==> src/rtl/fetch_unit.sv <==
// Instruction fetch stage: owns the fetch PC, issues in-order requests to
// instruction memory within a credit budget of DEPTH, and queues returned
// words with their PCs for decode. A redirect reloads the PC, flushes the
// queue and marks every in-flight response for discard.
module fetch_unit #(
  parameter logic [31:0] RESET_PC = 32'h0000_0000,
  parameter int unsigned DEPTH    = 4
) (
  input  logic        clk,
  input  logic        rst_n,
  output logic        imem_req,
  output logic [31:0] imem_addr,
  input  logic        imem_gnt,
  input  logic        imem_rvalid,
  input  logic [31:0] imem_rdata,
  input  logic        redirect,
  input  logic [31:0] redirect_pc,
  output logic        if_valid,
  input  logic        if_ready,
  output logic [31:0] if_instr,
  output logic [31:0] if_pc
);

  localparam int unsigned CW = $clog2(DEPTH + 1);
  localparam int unsigned PW = $clog2(DEPTH);
  localparam logic [CW:0]   DEPTH_C = (CW + 1)'(DEPTH);
  localparam logic [PW-1:0] LAST_P  = PW'(DEPTH - 1);
  localparam logic [PW-1:0] ONE_P   = PW'(1);

  logic [31:0]   pc;
  logic [31:0]   resp_pc;
  logic [CW-1:0] outst;
  logic [CW-1:0] drop;
  logic [CW-1:0] count;
  logic [PW-1:0] rd_ptr;
  logic [PW-1:0] wr_ptr;
  logic [31:0]   fifo_pc    [DEPTH];
  logic [31:0]   fifo_instr [DEPTH];

  logic          grant;
  logic          resp;
  logic          push;
  logic          pop;
  logic [CW:0]   credits_used;
  logic [CW-1:0] outst_next;
  logic [31:0]   target;

  function automatic logic [CW-1:0] ext(input logic b);
    return {{(CW-1){1'b0}}, b};
  endfunction

  function automatic logic [PW-1:0] ptr_inc(input logic [PW-1:0] p);
    return (p == LAST_P) ? '0 : p + ONE_P;
  endfunction

  // Request credits, handshake qualification and FIFO head presentation
  always_comb begin
    credits_used = {1'b0, outst} + {1'b0, count};
    // rst_n gates the request so it drops the instant reset asserts
    imem_req     = rst_n & (credits_used < DEPTH_C);
    imem_addr    = pc;
    grant        = imem_req & imem_gnt;
    resp         = imem_rvalid & (outst != '0);
    outst_next   = outst + ext(grant) - ext(resp);
    push         = resp & ~redirect & (drop == '0);
    if_valid     = (count != '0) & ~redirect;
    pop          = if_valid & if_ready;
    target       = {redirect_pc[31:2], 2'b00};
    if_instr     = fifo_instr[rd_ptr];
    if_pc        = fifo_pc[rd_ptr];
  end

  // PC, credit/drop bookkeeping and FIFO storage; redirect overrides all
  always_ff @(posedge clk or negedge rst_n) begin
    if (!rst_n) begin
      pc      <= RESET_PC;
      resp_pc <= RESET_PC;
      outst   <= '0;
      drop    <= '0;
      count   <= '0;
      rd_ptr  <= '0;
      wr_ptr  <= '0;
      for (int unsigned i = 0; i < DEPTH; i++) begin
        fifo_pc[i]    <= '0;
        fifo_instr[i] <= '0;
      end
    end else begin
      outst <= outst_next;
      if (redirect) begin
        // everything still owed by memory, including this cycle's grant, is stale
        pc      <= target;
        resp_pc <= target;
        drop    <= outst_next;
        count   <= '0;
        rd_ptr  <= wr_ptr;
      end else begin
        if (grant) pc <= pc + 32'd4;
        if (resp && (drop != '0)) drop <= drop - ext(1'b1);
        if (push) begin
          fifo_pc[wr_ptr]    <= resp_pc;
          fifo_instr[wr_ptr] <= imem_rdata;
          wr_ptr             <= ptr_inc(wr_ptr);
          resp_pc            <= resp_pc + 32'd4;
        end
        if (pop) rd_ptr <= ptr_inc(rd_ptr);
        count <= count + ext(push) - ext(pop);
      end
    end
  end

endmodule
==> config.mk <==
export PLATFORM = sky130hd
export DESIGN_NAME = fetch_unit
export DESIGN_NICKNAME = d
export VERILOG_FILES = /design/src/rtl/fetch_unit.sv
export SDC_FILE = /design/constraint.sdc
export NUM_CORES = 1
export LEC_CHECK = 0
export ABC_AREA = 1
export BUFFER_PORTS_ARGS = -buffer_cell sky130_fd_sc_hd__buf_2
export CORE_ASPECT_RATIO = 1.25
export CORE_MARGIN = 8
export CORE_UTILIZATION = 35
export DETAILED_ROUTE_END_ITERATION = 6
export PLACE_DENSITY_LB_ADDON = 0.15
export SLEW_MARGIN = 0
export SYNTH_ARGS = -nofsm -noshare
export SYNTH_HDL_FRONTEND = slang
export SYNTH_SLANG_ARGS = --single-unit
==> constraint.sdc <==
create_clock -name clk -period 3.25 [get_ports clk]
set_input_delay 0.1625 -clock clk [delete_from_list [all_inputs] [get_ports clk]]
set_output_delay 0.1625 -clock clk [all_outputs]
set_load 0.005 [all_outputs]
==> impl_metrics.py <==
metrics = {
    "die": {
        "dieArea_um2": 53960,
        "die_h_um": 257.7,
        "core_um2": 46130,
        "start_util_pct": 35.46,
        "num_rows": 88,
        "io_pins": 168,
        "die_x_um": 209.4,
    },
    "worst_setup_path": {
        "path_delay_family": "flip-flops",
        "crit_start": "rd_ptr[0]",
        "crit_path_start_kind": "flip-flop",
        "crit_type": "reg -> out",
        "crit_fanout": 56,
        "cp_slowest_cell": "dfrtp_4",
        "crit_buf_inv": 2,
        "crit_cells": 4,
        "reg2regPathDepth": 11,
        "cp_cell_sequence": "buf_4, o21ai_0, o22ai_1, buf_2",
        "rr_startpoint": "outst[2]",
        "critPathCapture": "if_pc[30]",
        "required_ps": 3090,
        "arrival_ps": 2530,
        "crit_path_end_kind": "output pin",
        "reg2reg_slack_ps": 750,
        "max_stage_delay_ps": 850,
        "r2r_end": "drop[2]",
    },
    "final_layout": {
        "drive_above_1_share_pct": 11.58,
        "nFillCells": 4803,
        "areaGrowthSynthToFinish_pct": 19.14,
        "antennaDiodeCount": 0,
        "nNetsFinal": 2371,
    },
    "yosys": {
        "synth_top_area_cell": "dfrtp_1",
        "synthTopCellsByCount": "682 x nand2_1, 321 x dfrtp_1, 294 x o21ai_0",
        "synthDistinctLibCells": 29,
        "yosysTopAreaCellShare_pct": 49.10,
        "async_flop_share_pct": 100.0,
        "synth_area_leaders": "dfrtp_1 49%, nand2_1 16%, o21ai_0 9.0%",
        "synth_edf_count": 0,
        "syn_area_um2": 16360,
        "ys_seq_area_share_pct": 49.10,
        "post_synth.cell_area_avg_um2": 7.699,
        "syn_inst": 2125,
        "yosysWarnings": 0,
        "yosysMostFrequentCell": "nand2_1",
        "synthFlopType": "dfrtp_1",
        "ys_seq_elements": 321,
    },
    "timing": {
        "max_freq_ghz": 0.3715,
        "slew_headroom_pct": 29.70,
        "min_period_over_period_pct": 82.84,
        "hold_viol_final": 0,
        "report.final.slew_viol_count": 0,
        "rsz0062_at_grt": "false",
        "tightestPinTransition_ps": 1054,
        "setup_viol_count_final": 0,
        "fin_crit_ps": 2692,
        "finalSetupTns_ps": 0,
        "skew_ps": 19.76,
        "fin_ws_ps": 557.8,
    },
    "route": {
        "viasPerCell": 5.069,
        "first_iter_violations": 830,
        "antenna_left": 0,
        "route.vias.total": 14696,
        "drc": 0,
        "wl_per_cell_um": 17.87,
        "drtPass1Iterations": 5,
        "wirelength_mm": 51.81,
    },
    "place": {
        "port-buffer-count": 161,
        "dp_slack_ps": 744.8,
        "dpl.hpwl_mm": 32.53,
        "gp_congestion": 0.8378,
    },
    "grt": {
        "grt_pass1_wl_mm": 83.21,
        "antenna_found_initial": 0,
        "grt-ovfl-total": 0,
        "track_usage_pct": 19.08,
        "grt_start_max_net_pins": 170,
        "grt_pass1_vias": 14969,
    },
    "clock_tree": {
        "clk_pin_slew_ps": 60,
        "cts_sinks": 321,
        "clkLatencyLatePin_ps": 540,
        "htree_levels": 2,
        "numCtsBuffers": 39,
        "cts_root_buf": "clkbuf_16",
        "cts_tree": "built",
        "post-cts-setup-buffers": 0,
        "clk_path_buf_depth": 3,
    },
    "power": {
        "p_leak_nw": 9.381,
        "powerDensity_nw_per_um2": 892.1,
        "peakVddDrop_mv": 0.4049,
    },
    "status": {
        "status": "completed",
    },
    "flow_run": {
        "maxCapViolations": 0,
    },
    "min_path": {
        "hold_path_class": "in -> reg",
    },
}
## power by group
| part | switching [mW] | internal, mW | total (mW) | leakage (nW) |
|---|---|---|---|---|
| Combinational | 3.89 | 2.54 | 6.43 | 4.67 |
| Clock | 1.73 | 2.61 | 4.34 | 0.633 |
| Sequential | 1.03 | 5.59 | 6.62 | 4.08 |
## per-layer routing
layer | wire length [um] | track usage, % | vias to the layer above
li1 | - | - | 7208
met1 | 21940 | 23.26 | 7091
met2 | 26040 | 33.94 | 310
met3 | 2171 | 2.775 | 87
met4 | 1658 | 6.762 | 0
met5 | 0 | 0 | -
## sequential cells by signal, indices dropped and copies added (netlist names)
register,cells
fifo_instr,128
outst,3
drop,3
imem_addr,30
rd_ptr,2
resp_pc,30
fifo_pc,120
count,3
wr_ptr,2
## layout by cell type (no fill, tap or decap), types with 2 or more instances in the layout
cell,Yosys,routed
a21oi_1,4,4
dlygate4sd3_1,0,50
buf_2,35,160
nor2_2,5,2
clkbuf_8,0,10
fa_1,2,2
and2_1,4,4
clkbuf_16,0,39
o211ai_1,8,8
buf_12,0,7
o22ai_1,62,62
buf_4,7,24
dfrtp_1,321,319
xor2_1,23,23
nand2_1,682,682
or2_2,3,3
inv_1,130,128
nor2_1,213,213
ha_1,15,15
nor3_1,2,2
o21ai_0,294,294
inv_6,0,3
bufinv_16,0,2
nor2_4,1,4
xnor2_1,3,3
clkbuf_1,84,9
clkinv_2,0,8
o21a_1,116,116
nand3_1,104,104
conb_1,1,4
## kinds of logic (layout without fill, tap and decap cells)
| family | count (synthesis) | after routing | share of synthesized area, % |
|---|---|---|---|
| AO/OA/AOI/OAI | 487 | 487 | 17.32 |
| XOR/XNOR | 26 | 26 | 1.392 |
| adder cells (fa/ha/maj) | 17 | 17 | 1.392 |
| buffers and inverters | 257 | 443 | 6.371 |
| flip-flops | 321 | 321 | 49.10 |
| other | 1 | 4 | 0.02292 |
| AND/OR/NAND/NOR | 1016 | 1016 | 24.41 |
## worst reg2reg max path, stage by stage (launching register included)
cell,delay (ps)
dfrtp_1,400
ha_1,300
nor3_1,200
nand3_1,130
ha_1,300
inv_1,40
ha_1,180
fa_1,370
or2_2,310
nand3_1,70
nand3_1,70
nand2_1,60
## layout make-up
type                            instances  area, um^2  area share (%)
Timing Repair Buffer                  242        1637           8.397
Tap cell                              585       732.0           3.756
Sequential cell                       321        8038           41.24
Multi-Input combinational cell       1550        7318           37.55
Clock buffer                           58        1147           5.887
Clock inverter                         13       128.9          0.6612
Inverter                              130       489.2           2.510
## worst min path at each step
stage	cells after the start	slack [ps]	endpoint	startpoint
4_1_cts	5	2	imem_addr[22]	redirect_pc[22]
2_1_floorplan	0	-130	count[0]	rst_n
6_report	5	30	imem_addr[22]	redirect_pc[22]
5_1_grt	5	9	imem_addr[22]	redirect_pc[22]
3_3_place_gp	1	-8	fifo_instr[7]	rst_n
3_5_place_dp	1	-7	fifo_instr[7]	rst_n
## timing repair
| item | in CTS | in global routing |
|---|---|---|
| resized for setup | 0 | 0 |
| endpoints found under the setup margin | 0 | 0 |
| hold endpoints to repair | 221 | 0 |
| hold buffers | 50 | 0 |
## per-stage QoR
| stage | instance area, um^2 | std cells | utilization [%] | hold slack [ps] | power [mW] |
|---|---|---|---|---|---|
| final | 19490 | 2899 | 42.25 | 25.67 | 17.39 |
| after global routing | 19490 | 2899 | 42.25 | 9.054 | 18.79 |
| after CTS | 19490 | 2899 | 42.25 | 2.452 | 17.72 |
| after detailed placement | 17710 | 2778 | 38.40 | -6.582 | 13.25 |
| after global placement | 17710 | 2778 | 38.40 | -8.225 | 13.11 |
| after floorplan | 16370 | 2128 | - | -133.1 | 10.41 |
Power figures use the tool's default switching activity.
